### src/rtl/dma_pkg.sv
// Shared definitions for the DMA line unpacker: default geometry, derived
// word-slicing constants, the control state encoding and the line-count type.
package dma_pkg;

  localparam int DEF_CL_WIDTH   = 512;
  localparam int DEF_WORD_WIDTH = 32;
  localparam int DEF_ADDR_WIDTH = 28;
  localparam int DEF_SIZE_WIDTH = 43;

  localparam int WORDS_PER_LINE = DEF_CL_WIDTH / DEF_WORD_WIDTH;
  localparam int WORD_IDX_WIDTH = $clog2(WORDS_PER_LINE);

  typedef enum logic [1:0] {
    S_IDLE  = 2'd0,
    S_FETCH = 2'd1,
    S_WRITE = 2'd2,
    S_DONE  = 2'd3
  } t_unpack_state;

  typedef logic [DEF_SIZE_WIDTH-1:0] count_t;

endpackage

### src/rtl/dma_line_unpacker.sv
// Pops cache lines from the DMA read FIFO and writes them, one word at a
// time and least-significant word first, to consecutive memory word addresses.
module dma_line_unpacker
  import dma_pkg::*;
#(
  parameter int CL_WIDTH   = DEF_CL_WIDTH,
  parameter int WORD_WIDTH = DEF_WORD_WIDTH,
  parameter int ADDR_WIDTH = DEF_ADDR_WIDTH,
  parameter int SIZE_WIDTH = DEF_SIZE_WIDTH
) (
  input  logic                  clk,
  input  logic                  rst,
  input  logic                  start,
  input  logic [ADDR_WIDTH-1:0] base_addr,
  input  logic [SIZE_WIDTH-1:0] num_lines,
  input  logic                  dma_empty,
  input  logic [CL_WIDTH-1:0]   dma_rd_data,
  output logic                  dma_rd_en,
  input  logic                  mem_ready,
  output logic                  mem_en,
  output logic                  mem_wr_en,
  output logic [ADDR_WIDTH-1:0] mem_addr,
  output logic [WORD_WIDTH-1:0] mem_data,
  output logic                  busy,
  output logic                  done
);

  // Geometry is re-derived from the instance parameters so overrides stay
  // self-consistent; the package values describe the default build.
  localparam int WPL  = CL_WIDTH / WORD_WIDTH;
  localparam int IDXW = (WPL > 1) ? $clog2(WPL) : 1;
  localparam logic [IDXW-1:0] LAST_IDX = IDXW'(WPL - 1);

  t_unpack_state         state;
  logic [ADDR_WIDTH-1:0] addr_q;
  logic [SIZE_WIDTH-1:0] lines_left;
  logic [CL_WIDTH-1:0]   line_q;
  logic [IDXW-1:0]       word_idx;

  // Control FSM plus the address, line-count, line buffer and word-index state.
  always_ff @(posedge clk or posedge rst) begin
    if (rst) begin
      state      <= S_IDLE;
      addr_q     <= '0;
      lines_left <= '0;
      word_idx   <= '0;
      // NOTE: the line buffer is a plain register, not a RAM, and it feeds
      // mem_data directly, so it is reset to keep that output at zero.
      line_q     <= '0;
    end else begin
      // NOTE: all state updates use <= so every branch sees pre-edge values.
      case (state)
        S_IDLE: begin
          if (start) begin
            addr_q     <= base_addr;
            lines_left <= num_lines;
            state      <= (num_lines == '0) ? S_DONE : S_FETCH;
          end
        end
        S_FETCH: begin
          if (!dma_empty) begin
            line_q   <= dma_rd_data;
            word_idx <= '0;
            state    <= S_WRITE;
          end
        end
        S_WRITE: begin
          if (mem_ready) begin
            addr_q   <= addr_q + 1'b1;
            word_idx <= word_idx + 1'b1;
            if (word_idx == LAST_IDX) begin
              lines_left <= lines_left - 1'b1;
              state      <= (lines_left == SIZE_WIDTH'(1)) ? S_DONE : S_FETCH;
            end
          end
        end
        S_DONE:  state <= S_IDLE;
        default: state <= S_IDLE;
      endcase
    end
  end

  // Pop strobe follows the FIFO flag while waiting for a line; one pop per line.
  assign dma_rd_en = (state == S_FETCH) && !dma_empty;

  // Memory write port: decoded from state, address and data from registers.
  assign mem_en    = (state == S_WRITE);
  assign mem_wr_en = mem_en;
  assign mem_addr  = addr_q;
  assign mem_data  = line_q[WORD_WIDTH*word_idx +: WORD_WIDTH];

  // Status flags decoded from state.
  assign busy = (state != S_IDLE);
  assign done = (state == S_DONE);

endmodule

### config.mk
export PLATFORM = sky130hd
export DESIGN_NAME = dma_line_unpacker
export DESIGN_NICKNAME = d
export VERILOG_FILES = /design/src/rtl/dma_pkg.sv /design/src/rtl/dma_line_unpacker.sv
export SDC_FILE = /design/constraint.sdc
export NUM_CORES = 1
export LEC_CHECK = 0
export ABC_AREA = 1
export CAP_MARGIN = 20
export CORE_AREA = 5 5 254 256
export CTS_CLUSTER_SIZE = 20
export DETAILED_ROUTE_END_ITERATION = 8
export DIE_AREA = 0 0 259 261
export GPL_ROUTABILITY_DRIVEN = 0
export GPL_TIMING_DRIVEN = 0
export MAX_ROUTING_LAYER = met4
export PLACE_DENSITY = 0.76
export SLEW_MARGIN = 20
export SYNTH_ARGS = -nofsm -noshare
export SYNTH_HDL_FRONTEND = slang
export SYNTH_SLANG_ARGS = --single-unit
### constraint.sdc
create_clock -name clk -period 20.5 [get_ports clk]
set_clock_uncertainty 0.05 [all_clocks]
set_input_delay 2.05 -clock clk [delete_from_list [all_inputs] [get_ports clk]]
set_output_delay 2.05 -clock clk [all_outputs]
set_load 0.03 [all_outputs]
==> impl_metrics.env, run 1 <==
export IMPL_path_max_fanout=10
export IMPL_grt_usage_pct=37.97
export IMPL_seq_area_frac_synth_pct=50.18
export IMPL_cp_top_family="buffers and inverters"
export IMPL_async_flop_share_pct=100.0
export IMPL_cap_violations=0
export IMPL_fin_ws_ns=13.91
export IMPL_clock_sinks=589
export IMPL_numCtsBuffers=61
export IMPL_grt_pass1_wl_mm=186.4
export IMPL_dieArea_mm2=0.06760
export IMPL_critical_path_class="reg2out"
export IMPL_cpPeakStageDelay_ns=0.77
export IMPL_final_nets=5332
export IMPL_syn_nets=4611
export IMPL_final_hold_viol_count=0
export IMPL_fin_tns_setup_ns=0
export IMPL_setup_viol=0
export IMPL_reg2reg_from="state[1]"
export IMPL_cp_slowest_cell="clkdlybuf4s50_1"
export IMPL_cp_end_kind="output pin"
export IMPL_postSynthCellCount=4019
export IMPL_synth_most_common_cell="nand2_1"
export IMPL_syn_cell_area_mm2=0.02937
export IMPL_initial_core_util_pct=47.17
export IMPL_grt_overflow=0
export IMPL_crit_chain="buf_2 -> buf_2 -> clkbuf_1 -> o21ai_0 -> o21ai_0 -> nand2_1 -> nand3_1 -> clkdlybuf4s50_1"
export IMPL_synthFlopType="dfrtp_1"
export IMPL_place_ws_ns=13.96
export IMPL_drtAntennaViolNets=0
export IMPL_place_hpwl_mm=101.7
export IMPL_first_iter_violations=3541
export IMPL_first_global_vias=30587
export IMPL_antenna_found_initial=34
export IMPL_fp_coreArea_mm2=0.06227
export IMPL_num_rows=92
export IMPL_synthTopCellsByCount="1544 x nand2_1, 589 x dfrtp_1, 526 x o21ai_0, 327 x inv_1, 236 x nor2_1"
export IMPL_tightest_slew_ns=1.159
export IMPL_p_clk_share_pct=18.4
export IMPL_wl_mm=129.5
export IMPL_rsz0062_at_grt="false"
export IMPL_cts_root_buf="clkbuf_16"
export IMPL_io_buffers=652
export IMPL_vias_per_cell=5.558
export IMPL_yosysUniqueCellTypes=32
export IMPL_combinationalPowerShare_pct=50.3
export IMPL_post_cts_resized=0
export IMPL_yosys_warnings=0
export IMPL_cts_setup_buffers=0
export IMPL_io_pins=653
export IMPL_crit_buf_inv=4
export IMPL_placedCellCount=5523
export IMPL_yosysTopAreaCellShare_pct=50.18
export IMPL_seq_power_share_pct=31.3
export IMPL_clockBufferDepth=3
export IMPL_num_vias=31502
export IMPL_grt_max_degree=101
export IMPL_cts_tree="done"
export IMPL_hold_class="reg2reg"
export IMPL_drt_pass1_iter_count=6
export IMPL_internal_power_mw=3.395
export IMPL_p_leak_nw=18.58
export IMPL_status="finished, final reports clean"
export IMPL_maxSlewHeadroom_pct=22.76
export IMPL_synth_avg_cell_area_um2=7.309
export IMPL_final_min_clock_period_ns=6.592
export IMPL_power_share_switching_pct=47.47
export IMPL_htree_levels=2
export IMPL_arrival_ns=4.49
export IMPL_die_h_um=261
export IMPL_critPathRequiredTime_ns=18.40
export IMPL_drive_gt1_share_pct=4.762
export IMPL_clock_fmax_ghz=0.1517
export IMPL_ir_drop_mv=0.1528
export IMPL_clkSlewWorstSetupHoldPaths_ns=0.07
export IMPL_setup_worst_path_start="word_idx[0]"
export IMPL_maxSlewViolCount=0
export IMPL_clk_latency_ns=0.64
export IMPL_synth_seq_cells=589
export IMPL_stdcell_count=5668
export IMPL_yosys_area_top_type="dfrtp_1"
export IMPL_period_share_pct=32.16
export IMPL_synthTopCellsByArea="dfrtp_1 50%, nand2_1 20%, o21ai_0 9.0%"
export IMPL_route_detailed_drc=0
export IMPL_area_delta_synth_final_pct=33.96
export IMPL_die_w_um=259
export IMPL_wl_per_cell_um=22.85
export IMPL_hold_start="line_q[410]"
export IMPL_powerDensity_mw_per_mm2=164.2
export IMPL_cts_hold_buffers=0
export IMPL_startpoint_type="flop"
export IMPL_rrSetupSlack_ns=17.69
export IMPL_p_switching_mw=3.068
export IMPL_synth_edff_count=0
power by group through the flow:
stage | clock network [mW] | logic [mW] | registers, mW
2_1_floorplan | 0 | 1.75 | 1.99
3_3_place_gp | 0 | 3.07 | 2.02
3_5_place_dp | 0 | 3.14 | 2.02
4_1_cts | 1.19 | 3.16 | 2.01
5_1_grt | 1.24 | 3.47 | 2.07
6_report | 1.19 | 3.25 | 2.02
cell families (layout without fill, tap and decap cells):
logic type,count (synthesis),after routing,share of synthesized area (%)
other cells,0,34,0
fa+ha+maj,4,4,0.1704
simple gates,2034,2034,27.27
compound gates,804,804,14.25
flops,589,589,50.18
xor+xnor,7,7,0.2087
buf+inv,581,1350,7.919
final cells by class:
type	instances	area, µm²
clock buffer	91	1841
timing repair buffer	658	6691
tap	846	1059
fill	5613	22930
sequential	589	14740
multi-input combinational	2849	12310
buffer	244	1061
inverter	337	1272
clock inverter	20	291.5
antenna	34	85.08
per-layer routing:
metal	vias up	GRT usage (%)	routed length [µm]
li1	14243	-	-
met1	14858	47.53	49030
met2	1963	55.99	57380
met3	438	8.031	13040
met4	0	25.13	10090
met5	-	-	0
layout by cell type, fill, tap and decap left out, drive strengths merged, types with 8 or more instances in the layout:
master / netlist / layout
nand3b: 8 / 8
clkinv: 4 / 15
inv: 333 / 333
a21oi: 192 / 192
nand4: 18 / 18
nor3: 21 / 21
clkdlybuf4s50: 0 / 652
buf: 123 / 129
nand3: 200 / 200
nor2: 240 / 240
diode: 0 / 34
o22ai: 11 / 11
dfrtp: 589 / 589
clkbuf: 121 / 212
o211ai: 49 / 49
o21ai: 542 / 542
nand2: 1544 / 1544
flip-flops by register name, summed over array words and instances, names as in the netlist:
| signal | count |
|---|---|
| line_q | 512 |
| lines_left | 43 |
| mem_addr | 28 |
| state | 2 |
| word_idx | 4 |
through the flow:
step	area [µm²]	power (mW)	utilization, %	hold WS, ns
2_1_floorplan	29370	3.744	-	0.3866
3_3_place_gp	36960	5.086	59.35	0.3975
3_5_place_dp	37130	5.157	59.62	0.4030
4_1_cts	39260	6.358	63.05	0.4181
5_1_grt	39350	6.788	63.18	0.4291
6_report	39350	6.463	63.18	0.4170
worst paths after layout:
kind,cells after the start,to
worst max-delay path,8,mem_data[26]
worst min-delay path,2,line_q[410]
worst max register to register,8,line_q[316]
worst min register to register,2,line_q[410]
max in group asynchronous,5,line_q[431]
min in group asynchronous,2,line_q[184]
worst reg2reg max path: cells and delay by family (launching register included):
family,cells,cell delay (ns)
buffers and inverters,4,1.67
AND/OR/NAND/NOR,3,0.52
flip-flops,1,0.39
AO/OA/AOI/OAI,1,0.09
No activity file was read; power rests on OpenSTA's default activity.
==> inputs of run 2 (changes only) <==
==> constraint.sdc (replaced) <==
create_clock -name clk -period 6.1 [get_ports clk]
set_clock_uncertainty 0.05 [all_clocks]
set_input_delay 0.61 -clock clk [delete_from_list [all_inputs] [get_ports clk]]
set_output_delay 0.61 -clock clk [all_outputs]
set_load 0.03 [all_outputs]
==> run 2 against run 1 <==
Against the previous run: core utilization is 0.89 points higher; cell count is 0.46% higher; sequential share of layout area is 0.52 points lower; routed wire length is 1.1% higher.
==> impl_metrics.env, run 2 (synthesized netlist as in run 1, its figures left out) <==
export IMPL_cts_setup_buffers=0
export IMPL_final_area_mm2=0.03990
export IMPL_first_global_vias=30676
export IMPL_numCtsBuffers=67
export IMPL_cts_tree="done"
export IMPL_critical_path_class="reg2out"
export IMPL_maxSlewHeadroom_pct=29.67
export IMPL_clock_fmax_ghz=0.2006
export IMPL_powerDensity_mw_per_mm2=556.0
export IMPL_setup_viol=0
export IMPL_first_iter_violations=3814
export IMPL_cap_violations=0
export IMPL_final_hold_viol_count=0
export IMPL_maxSlewViolCount=0
export IMPL_io_pins=653
export IMPL_startpoint_type="flop"
export IMPL_tightest_slew_ns=1.055
export IMPL_holdWs_ns=0.3886
export IMPL_final_nets=5353
export IMPL_combinationalPowerShare_pct=49.4
export IMPL_cts_root_buf="clkbuf_16"
export IMPL_place_hpwl_mm=102.2
export IMPL_p_total_mw=22.18
export IMPL_hold_class="in2async"
export IMPL_cp_num_cells=8
export IMPL_cpPeakStageDelay_ns=0.74
export IMPL_status="finished, final reports clean"
export IMPL_cp_top_family="buffers and inverters"
export IMPL_final_common_cell="nand2_1"
export IMPL_place_ws_ns=1.930
export IMPL_cts_hold_buffers=0
export IMPL_num_vias=31715
export IMPL_clockBufferDepth=3
export IMPL_p_leak_nw=18.83
export IMPL_seq_power_share_pct=30.7
export IMPL_r2r_end="lines_left[27]"
export IMPL_drtAntennaViolNets=0
export IMPL_rrSetupSlack_ns=3.36
export IMPL_ir_drop_mv=0.4290
export IMPL_drt_pass1_iter_count=9
export IMPL_internal_power_mw=11.74
export IMPL_critPathRequiredTime_ns=5.44
export IMPL_post_cts_resized=0
export IMPL_final_min_clock_period_ns=4.985
export IMPL_clock_sinks=589
export IMPL_wl_per_cell_um=23.00
export IMPL_grt_max_degree=35
export IMPL_p_clk_share_pct=19.9
export IMPL_clk_latency_ns=0.62
export IMPL_io_buffers=652
export IMPL_rr_worst_depth=8
export IMPL_period_share_pct=81.72
export IMPL_vias_per_cell=5.570
export IMPL_die_w_um=259
export IMPL_largest_register_ffs=512
export IMPL_arrival_ns=4.33
export IMPL_fillers=5520
export IMPL_rsz0062_at_grt="false"
export IMPL_num_rows=92
export IMPL_path_max_fanout=10
export IMPL_crit_buf_inv=4
export IMPL_drive_gt1_share_pct=5.299
export IMPL_route_detailed_drc=0
export IMPL_grt_usage_pct=38.45
export IMPL_cp_slowest_cell="clkdlybuf4s50_1"
export IMPL_reg2reg_from="word_idx[0]"
export IMPL_grt_overflow=0
export IMPL_fin_tns_setup_ns=0
export IMPL_placed_area_mm2=0.03742
export IMPL_initial_core_util_pct=47.17
export IMPL_clkSlewWorstSetupHoldPaths_ns=0.06
export IMPL_p_switching_mw=10.44
export IMPL_final_cell_mix="1544 x nand2_1, 652 x clkdlybuf4s50_1, 589 x dfrtp_1"
export IMPL_fp_coreArea_mm2=0.06227
export IMPL_die_h_um=261
export IMPL_dieArea_mm2=0.06760
export IMPL_wl_mm=131.0
export IMPL_top_register="line_q"
export IMPL_grt_pass1_wl_mm=188.2
export IMPL_cp_end_kind="output pin"
export IMPL_fin_ws_ns=1.115
export IMPL_htree_levels=3
export IMPL_antenna_found_initial=32
export IMPL_crit_chain="buf_2 -> buf_2 -> clkbuf_1 -> o21ai_0 -> o21ai_0 -> nand2_1 -> nand3_1 -> clkdlybuf4s50_1"
export IMPL_power_share_switching_pct=47.07
export IMPL_area_delta_synth_final_pct=35.85
## run 2: metal layers
metal	global-route usage [%]	wire, µm
met3	8.764	14010
met4	24.39	9973
met5	-	0
met2	56.77	58190
met1	48.12	48800
## run 2: worst register-to-register path, cell delays in order (launching register included)
cell and delay [ns]:
dfrtp_1 0.57, ha_1 0.22, inv_1 0.07, o21ai_0 0.55
nand3_1 0.33, clkbuf_1 0.33, a21oi_1 0.38, nand2_1 0.10
nand2_1 0.07
## run 2: layout make-up
cell class / instances / area [µm²] / share of cell area [%]
Antenna cell: 36 / 90.09 / 0.2258
Timing Repair Buffer: 673 / 6984 / 17.50
Buffer: 244 / 1062 / 2.662
Sequential cell: 589 / 14740 / 36.94
Clock inverter: 29 / 441.7 / 1.107
Inverter: 337 / 1269 / 3.179
Clock buffer: 91 / 1951 / 4.888
Tap cell: 846 / 1059 / 2.653
Multi-Input combinational cell: 2849 / 12310 / 30.84
## run 2: worst max-delay path by stage
stage | slack [ns] | end | start
after global placement | -6.47 | line_q[399] | rst
after detailed placement | 1.93 | mem_data[26] | word_idx[0]
after CTS | 1.27 | mem_data[26] | word_idx[0]
after floorplan | -2.59 | line_q[0] | rst
after global routing | 1.15 | mem_data[26] | word_idx[0]
final | 1.11 | mem_data[26] | word_idx[0]
## run 2: power by group through the flow
stage	clock [mW]	combinational (mW)	sequential (mW)
detailed placement	0	10.6	6.78
floorplan	0	5.89	6.70
CTS	4.42	10.6	6.75
global route	4.58	11.8	6.97
finish	4.41	11.0	6.81
global placement	0	10.3	6.77
## run 2: metrics by stage
step / util (%) / cells
2_1_floorplan: - / 4019
3_3_place_gp: 59.35 / 5517
3_5_place_dp: 60.09 / 5538
4_1_cts: 63.93 / 5658
5_1_grt: 64.06 / 5691
6_report: 64.08 / 5694
